--- src/rtl/johnson_digit_display.sv ---
// Three-digit Johnson-code display sequencer: shows hundreds, tens, ones on a
// seven-segment port, then a blank gap, with load queuing and replay.
module johnson_digit_display #(
  parameter int pDWELL = 1000,
  parameter int pBLANK = 2000,
  parameter int pLZ    = 1
) (
  input  logic       i_clk,
  input  logic       i_rst_n,
  input  logic       i_load,
  input  logic       i_repeat,
  input  logic [4:0] i_100,
  input  logic [4:0] i_010,
  input  logic [4:0] i_001,
  output logic [7:0] o_led,
  output logic       o_busy,
  output logic       o_err
);

  localparam int cMAXC = (pDWELL > pBLANK) ? pDWELL : pBLANK;
  localparam int cCW   = $clog2(cMAXC + 1);
  localparam logic [cCW-1:0] cDWELL_LD = cCW'(pDWELL - 1);
  localparam logic [cCW-1:0] cBLANK_LD = cCW'(pBLANK - 1);

  typedef enum logic [2:0] {
    ST_IDLE   = 3'd0,
    ST_SHOW_H = 3'd1,
    ST_SHOW_T = 3'd2,
    ST_SHOW_O = 3'd3,
    ST_GAP    = 3'd4
  } state_t;

  // Returns {valid, digit[3:0]} for a 5-bit Johnson code.
  function automatic logic [4:0] jdec(input logic [4:0] code);
    logic [4:0] d;
    case (code)
      5'b00000: d = 5'b1_0000;
      5'b00001: d = 5'b1_0001;
      5'b00011: d = 5'b1_0010;
      5'b00111: d = 5'b1_0011;
      5'b01111: d = 5'b1_0100;
      5'b11111: d = 5'b1_0101;
      5'b11110: d = 5'b1_0110;
      5'b11100: d = 5'b1_0111;
      5'b11000: d = 5'b1_1000;
      5'b10000: d = 5'b1_1001;
      default:  d = 5'b0_0000;
    endcase
    return d;
  endfunction

  function automatic logic [6:0] seg7(input logic [4:0] dec);
    logic [6:0] s;
    if (!dec[4]) begin
      s = 7'h79;
    end else begin
      case (dec[3:0])
        4'd0:    s = 7'h3F;
        4'd1:    s = 7'h06;
        4'd2:    s = 7'h5B;
        4'd3:    s = 7'h4F;
        4'd4:    s = 7'h66;
        4'd5:    s = 7'h6D;
        4'd6:    s = 7'h7D;
        4'd7:    s = 7'h07;
        4'd8:    s = 7'h7F;
        4'd9:    s = 7'h6F;
        default: s = 7'h79;
      endcase
    end
    return s;
  endfunction

  function automatic logic any_invalid(input logic [4:0] h, input logic [4:0] t,
                                       input logic [4:0] o);
    logic [4:0] dh, dt, dn;
    dh = jdec(h);
    dt = jdec(t);
    dn = jdec(o);
    return !(dh[4] && dt[4] && dn[4]);
  endfunction

  state_t         r_state;
  logic [cCW-1:0] r_cnt;
  logic [4:0]     r_h, r_t, r_o;
  logic [4:0]     r_ph, r_pt, r_po;
  logic           r_pend;
  logic [7:0]     r_led;
  logic           r_busy;
  logic           r_err;

  logic [6:0] w_h_seg, w_t_seg, w_o_seg;
  logic [7:0] w_led_nxt;
  logic       w_h_zero, w_t_zero, w_lz;
  logic       w_in_err, w_pend_err;

  assign w_lz       = (pLZ != 0);
  assign w_h_zero   = (r_h == 5'b00000);
  assign w_t_zero   = (r_t == 5'b00000);
  assign w_h_seg    = (w_lz && w_h_zero) ? 7'h00 : seg7(jdec(r_h));
  assign w_t_seg    = (w_lz && w_h_zero && w_t_zero) ? 7'h00 : seg7(jdec(r_t));
  assign w_o_seg    = seg7(jdec(r_o));
  assign w_in_err   = any_invalid(i_100, i_010, i_001);
  assign w_pend_err = any_invalid(r_ph, r_pt, r_po);

  // Pattern for the digit the current state selects; registered one cycle later.
  always_comb begin
    w_led_nxt = 8'h00;
    case (r_state)
      ST_SHOW_H: w_led_nxt = {1'b0, w_h_seg};
      ST_SHOW_T: w_led_nxt = {1'b0, w_t_seg};
      ST_SHOW_O: w_led_nxt = {1'b1, w_o_seg};
      default:   w_led_nxt = 8'h00;
    endcase
  end

  // Sequencer state, dwell counter, snapshot/pending registers and outputs.
  always_ff @(posedge i_clk) begin
    if (!i_rst_n) begin
      r_state <= ST_IDLE;
      r_cnt   <= '0;
      r_h     <= 5'b00000;
      r_t     <= 5'b00000;
      r_o     <= 5'b00000;
      r_ph    <= 5'b00000;
      r_pt    <= 5'b00000;
      r_po    <= 5'b00000;
      r_pend  <= 1'b0;
      r_led   <= 8'h00;
      r_busy  <= 1'b0;
      r_err   <= 1'b0;
    end else begin
      r_led <= w_led_nxt;
      if (i_load && (r_state != ST_IDLE)) begin
        r_ph   <= i_100;
        r_pt   <= i_010;
        r_po   <= i_001;
        r_pend <= 1'b1;
      end
      case (r_state)
        ST_IDLE: begin
          if (i_load) begin
            r_h     <= i_100;
            r_t     <= i_010;
            r_o     <= i_001;
            r_err   <= w_in_err;
            r_state <= ST_SHOW_H;
            r_cnt   <= cDWELL_LD;
            r_busy  <= 1'b1;
          end
        end
        ST_SHOW_H, ST_SHOW_T, ST_SHOW_O: begin
          if (r_cnt == '0) begin
            r_state <= (r_state == ST_SHOW_H) ? ST_SHOW_T :
                       (r_state == ST_SHOW_T) ? ST_SHOW_O : ST_GAP;
            r_cnt   <= (r_state == ST_SHOW_O) ? cBLANK_LD : cDWELL_LD;
          end else begin
            r_cnt <= r_cnt - 1'b1;
          end
        end
        ST_GAP: begin
          if (r_cnt == '0) begin
            r_pend <= 1'b0;
            r_cnt  <= cDWELL_LD;
            // A load on this very cycle is the newest pending snapshot.
            if (i_load) begin
              r_h     <= i_100;
              r_t     <= i_010;
              r_o     <= i_001;
              r_err   <= w_in_err;
              r_state <= ST_SHOW_H;
            end else if (r_pend) begin
              r_h     <= r_ph;
              r_t     <= r_pt;
              r_o     <= r_po;
              r_err   <= w_pend_err;
              r_state <= ST_SHOW_H;
            end else if (i_repeat) begin
              r_state <= ST_SHOW_H;
            end else begin
              r_state <= ST_IDLE;
              r_cnt   <= '0;
              r_busy  <= 1'b0;
            end
          end else begin
            r_cnt <= r_cnt - 1'b1;
          end
        end
        default: begin
          r_state <= ST_IDLE;
          r_cnt   <= '0;
          r_busy  <= 1'b0;
        end
      endcase
    end
  end

  assign o_led  = r_led;
  assign o_busy = r_busy;
  assign o_err  = r_err;

endmodule

--- config.mk ---
export PLATFORM = sky130hd
export DESIGN_NAME = johnson_digit_display
export DESIGN_NICKNAME = d
export VERILOG_FILES = /design/src/rtl/johnson_digit_display.sv
export SDC_FILE = /design/constraint.sdc
export NUM_CORES = 1
export LEC_CHECK = 0
export BUFFER_PORTS_ARGS = -buffer_cell sky130_fd_sc_hd__buf_2
export CELL_PAD_IN_SITES_DETAIL_PLACEMENT = 1
export CELL_PAD_IN_SITES_GLOBAL_PLACEMENT = 2
export CORE_MARGIN = 3
export CORE_UTILIZATION = 40
export CTS_CLUSTER_SIZE = 14
export DETAILED_ROUTE_END_ITERATION = 10
export PLACE_DENSITY_LB_ADDON = 0.25
export SYNTH_ARGS = -nofsm -noshare
export SYNTH_HDL_FRONTEND = slang
export SYNTH_SLANG_ARGS = --single-unit
--- constraint.sdc ---
create_clock -name i_clk -period 4.5 [get_ports i_clk]
set_input_delay 0.225 -clock i_clk [delete_from_list [all_inputs] [get_ports i_clk]]
set_output_delay 0.225 -clock i_clk [all_outputs]
set_load 0.01 [all_outputs]
Yosys cells after proc, flatten, opt, wreduce, memory -nomap -nowiden
Memory sizes are Yosys's and may differ from the RTL's. A register that Yosys moved wholly into a read port is not among the register bits.
Cells that the tools add are included.
{ "word_totals": {"inputBits": 19, "latchBits": 0, "regBits": 55, "output_inout_bits": 10, "ramBits": 0, "mem_bits_ro": 1776, "n_memories": 12, "word_cells": 119} }
{ "memory_table": {"columns": ["name", "depth", "word_bits", "rd", "rd_clocked_by_memory_dff", "wr", "line", "text"], "rows": [
  ["(no name shown)", 32, 5, 1, 1, 0, "36", "case (code)"],
  ["(no name shown)", 32, 5, 1, 1, 0, "36", null],
  ["(no name shown)", 32, 5, 1, 1, 0, "36", null],
  ["(no name shown)", 32, 5, 1, 0, 0, "36", null],
  ["(no name shown)", 32, 5, 1, 0, 0, "36", null],
  ["(no name shown)", 32, 5, 1, 0, 0, "36", null],
  ["+6 memories", null, null, null, null, null, null, null]
]} }
{ "op_classes": {"n_shift": 0, "n_reduce_logical": 18, "muxes": 64, "order_cmp": 0, "n_eq_ne": 11, "bitwise_logic": 1, "add_sub_neg": 1, "div_mod_pow": 0, "multipliers": 0} }
{ "op_table": {"columns": ["op", "count"], "rows": [
  ["$mux 5", 24],
  ["$mux 11", 4],
  ["$mux 7", 5],
  ["$pmux 11 s3", 1],
  ["$mux 10", 3],
  ["$pmux 5 s2", 3],
  ["$pmux 8 s3", 1],
  ["$mux 1", 15],
  ["$mux 3", 5],
  ["$ne 2x2->1 const B", 6],
  ["$logic_not 11->1", 1],
  ["$sub 11x1->11 const B", 1],
  ["$logic_not 5->1", 2],
  ["$pmux 3 s3", 1],
  ["$eq 3x2->1 const B", 2],
  ["$logic_and 1x1->1", 6],
  ["$reduce_and 6->1", 1],
  ["$reduce_and 4->1", 1],
  ["$eq 3x1->1 const B", 1],
  ["$eq 3x3->1 const B", 1],
  ["$logic_not 3->1", 1],
  ["$ne 3x3->1 const B", 1],
  ["$pmux 1 s3", 1],
  ["$reduce_and 3->1", 1],
  ["other kinds (6)", 7]
]} }

Longest topological paths before layout
{ "logic_depth": {"ltp_word": 7, "ltp_mapped": 14} }

Worst setup path after synthesis
OpenSTA, ideal clock, no wires.
{ "synth_path": {"path_kind": "reg-to-reg", "start": "register r_cnt[2]", "end": "register (tool-made name)", "period_less_slack_ns": 2.907, "required_ns": 4.436, "arrival_time_ns": 2.843, "n_path_buf": 2, "setup_ns": 0.064, "path_slack_ns": 1.593, "path_stages_with_launch": 12, "path_cell_list": "dfxtp_1 > or4_4 > o41a_4 > nor3_4 > buf_6 > buf_6 > o211ai_1 > inv_1 > ha_1 > nor2_1 > a2111o_1 > nand4_1"} }
{ "synth_lines": {"columns": ["element", "line", "text"], "rows": [
  ["start: declaration", "84", "logic [cCW-1:0] r_cnt;"],
  ["start signal: assignment", "148", "r_cnt <= cDWELL_LD;"],
  ["start signal: assignment", "156", "r_cnt <= (r_state == ST_SHOW_O) ? cBLANK_LD : cDWELL_LD;"],
  ["start signal: assignment", "158", "r_cnt <= r_cnt - 1'b1;"]
]} }

==> results by stage <==
Run status:
- The run finished with clean final reports.

STA:
- The number of pins with negative max-slew slack in the final report was 0.
- In the finished design, the share of the clock period the worst path needs comes to 77.6%.
- The setup-violating endpoint count in the final report is 0.
- For the final routed database, the setup TNS stands at 0 ps.
- The tightest hold path in the finished design has a slack of 223 ps.
- The worst-margin pin slew is 1090 ps.
- The clock period minus worst slack is 3490 ps.
- The number of hold-slack violations in the final timing report is 0.
- Derived from the worst setup path, the maximum achievable clock frequency is 286 MHz.
- Setup repair after global routing left no endpoint under its margin.
- Between clock sinks in the finished design, the worst skew comes to 7.89 ps.
- Headroom to the max-slew limit came out at 27.1%.

Detailed routing:
- The routed wire length per instance is 16.6 microns.
- In the routed layout, each cell is associated on average with a via count of 5.63.
- The final route contains 3,921 vias.
- In the routed design, unresolved DRC markers number 0.
- The pre-antenna-repair detailed-routing pass consisted of 4 iterations.
- The detail route stage leaves a number of antenna-violating nets equal to 0.
- The total detailed-routing wirelength is 11,600 microns.
- The number of DRC markers in iteration 0 is 180.

Placement:
- The number of buffers inserted by port buffering is 28.
- The half-perimeter wire length after placement is 8710 microns.
- The weighted congestion reported at the end of routability-driven placement is 0.837.
- The number of placed cells counting well taps is 681.
- The standard cell area after detailed placement is 0.00470 sq mm.

Floorplanning:
- The die is 112 microns tall.
- The die covers 0.0125 sq mm.
- The die width is 112 microns.
- The core footprint is 0.0106 sq mm.
- During I/O placement, the number of pins put on the boundary was 29.
- The effective utilization at floorplan is 42.1%.
- Row generation in the floorplan step produced 37 rows.

Yosys:
- Summing the areas of all compound-gate instances in the mapped netlist gives 25.1% of the synthesized area.
- The flip-flop and latch count after synthesis is 73.
- The register area share after synthesis is 32.7%.
- The count of yosys warnings during synthesis is 0.
- The number of different library cells used by synthesis comes to 64.
- Counting flops with an async set or reset pin after synthesis yields a share of 0%.
- When the netlist entered floorplanning its net count stood at 587.
- In the synthesized netlist, mux cells make up 7.18% of the area.
- Summing every instance area after synthesis gives 0.00446 sq mm.
- After synthesis, the largest family of logic cells by area is compound AO/OA/AOI/OAI gates.
- The synthesized netlist devotes 0.589% of its cell area to XOR and XNOR gates.
- The simple logic cell fraction of the synthesized area is 18.4%.
- Averaged over all synthesized cells, the footprint is 8.33 sq um.
- The most frequently used flop master after synthesis is sky130_fd_sc_hd__dfxtp_1.
- Of the total synthesized cell area, the portion taken by full adders, half adders and majority gates is 9.20%.
- Synthesis produced a netlist whose cell count is 536.
- The count of flip-flops with a built-in enable after synthesis is 0.

Power and ir drop:
- The total power per unit cell area is 349 mW/mm^2.
- Summed over all cells, the static leakage comes to 2.14 nW.
- VDD sags by at most 208 uV.

Final layout:
- The share of post-route cells with drive strength above 1 is 11.2%.
- After the last flow step, the layout net total stands at 607.
- 0 antenna diodes ended up in the layout.
- The finished layout holds 697 standard cells, fillers aside.
- The post-route cell area is 0.00491 sq mm.
- The synthesis-to-layout area growth is 10.0%.
- For this run, the share of the core covered by cells in the final layout is 46.3%.

Critical path:
- STA puts the critical path data required time at 4800 ps.
- For this run, the slowest stage of the critical path takes 680 ps.
- In this run the worst path has a maximum fanout of 16.
- For this design, the slowest cell found on the critical path is sky130_fd_sc_hd__or4_1.
- Broken down by cell family, the worst path's largest delay share belongs to simple AND/OR/NAND/NOR gates.
- The setup slack of the worst register-to-register path is 1010 ps.
- Traced cell by cell, the critical path runs through or4_1 -> o41a_4 -> nor3_4 -> buf_4 -> o211ai_2 -> inv_1 -> ha_1 -> nor2_1 -> nor4_1 -> or3_1.
- The data arrival time of the critical path is 3800 ps.
- The number of buffers and inverters on the critical path is 2.
- The worst setup path is launched from a flop.
- The critical path is of the flop to flop type.
- The worst setup path is captured at a flop.

GRT:
- The maximum number of pins on one net before global-route repair is 28.
- The first-pass GRT wire length is 19,800 microns.
- The number of global-route vias before repair is 4,029.
- The overall track demand over capacity in global routing is 19.1%.
- The total overflow left after global routing is 0.
- The initial antenna violation count was 0.

Clock network:
- At the later pin of the worst-skew pair, clock insertion delay measures 360 ps.
- The clock-pin slew on the worst setup and hold paths is 80 ps.
- The total CTS buffers is 9.
- The cell sitting at the root of the clock tree is a sky130_fd_sc_hd__clkbuf_8.
- After clock tree synthesis, the flow added hold-fix buffers numbering 0.
- The clock sink count is 73.
- The TritonCTS clock tree is done.
- After clock tree synthesis, the setup repair step added 0 buffers.
- The maximum root-to-sink buffer count is 2.
- Gates resized during post-CTS repair numbered 0.
- The H-tree generated during clock tree synthesis spans 3 levels.

Flow run:
- Max-cap violations in this run came to 0.

Hold path:
- The worst min-delay path category is primary input to flop.
[cell type report]
type | count | area, sq um
fill | 1281 | 5690
multi-input combinational | 390 | 2710
sequential | 73 | 1460
inverter | 50 | 188
timing repair buffer | 32 | 170
tap | 136 | 170
clock buffer | 12 | 165
clock inverter | 4 | 50.0
[logic make-up (layout without fill, tap and decap cells)]
| family | count (synthesis) | count (layout) |
|---|---|---|
| compound gates | 155 | 155 |
| simple gates | 167 | 167 |
| fa+ha+maj | 33 | 33 |
| buf+inv | 73 | 98 |
| mux | 32 | 32 |
| flops | 73 | 73 |
| xor+xnor | 3 | 3 |
[through the flow]
step / power, W / worst slack [ps]
2_1_floorplan: 0.00106 / 1590
3_3_place_gp: 0.00116 / 1180
3_5_place_dp: 0.00117 / 1050
4_1_cts: 0.00173 / 1030
5_1_grt: 0.00182 / 744
6_report: 0.00172 / 1010
[worst reg2reg max path: cells and delay by family, from the launching register on]
family	cells	cell delay, ps
compound gates	2	610
fa+ha+maj	1	250
buf+inv	2	460
flops	1	360
simple gates	5	1770
[synth_stat cells, drive strengths merged, types with 10 or more instances]
cell type	count	area, sq um
dfxtp	73	1460
nor2	53	199
inv	49	184
nand2	43	164
a21oi	34	170
o21ai	33	169
ha	32	400
mux2i	32	320
o211ai	14	143
buf	13	78.8
nand3	13	65.1
a211oi	11	87.6
a31oi	11	68.8
clkbuf	10	37.5
nand2b	10	62.6
[final timing paths]
check	start	end	cells after the start
worst max-delay path	r_cnt[6]$_SDFFE_PN0N_	flop	10
worst min-delay path	i_100[3]	r_ph[3]$_SDFFE_PN0P_	3
worst max register to register	r_cnt[6]$_SDFFE_PN0N_	flop	10
worst min register to register	r_cnt[8]$_SDFFE_PN0N_	r_cnt[8]$_SDFFE_PN0N_	2
[placed cells by master (no fill, tap or decap), drive strengths merged, types with 3 or more instances in the layout]
cell type,n
dfxtp,73
a22o,5
nand3,13
o2111ai,7
nand2b,10
o221ai,4
o211ai,14
buf,32
o32ai,3
o21ai,33
ha,32
a21oi,34
a211oi,11
inv,49
and3,3
o211a,4
nand4,6
or3,6
o22ai,3
nor4,5
a31oi,11
nor2,53
clkbuf,12
nand2,43
a221o,3
mux2i,32
o31ai,4
nor2b,7
or4,7
nor3,7
a21o,3
[per-layer routing]
metal | global-route usage [%] | routed length, microns | part of all wire [%] | up-vias
met5 | 0 | 0 | 0 | -
met4 | 5.68 | 165 | 1.4 | 0
met3 | 3.70 | 274 | 2.4 | 14
met2 | 33.1 | 5670 | 49 | 41
met1 | 24.1 | 5460 | 47 | 1902
li1 | - | - | - | 1964
[where the power goes]
group,internal (W),switching [W],total [W],leakage (nW)
Sequential,0.000707,0.0000581,0.000765,0.600
Combinational,0.000149,0.000245,0.000394,1.43
Clock,0.000301,0.000256,0.000556,0.105
Total,0.00116,0.000559,0.00172,2.14
Power figures use the tool's default switching activity.
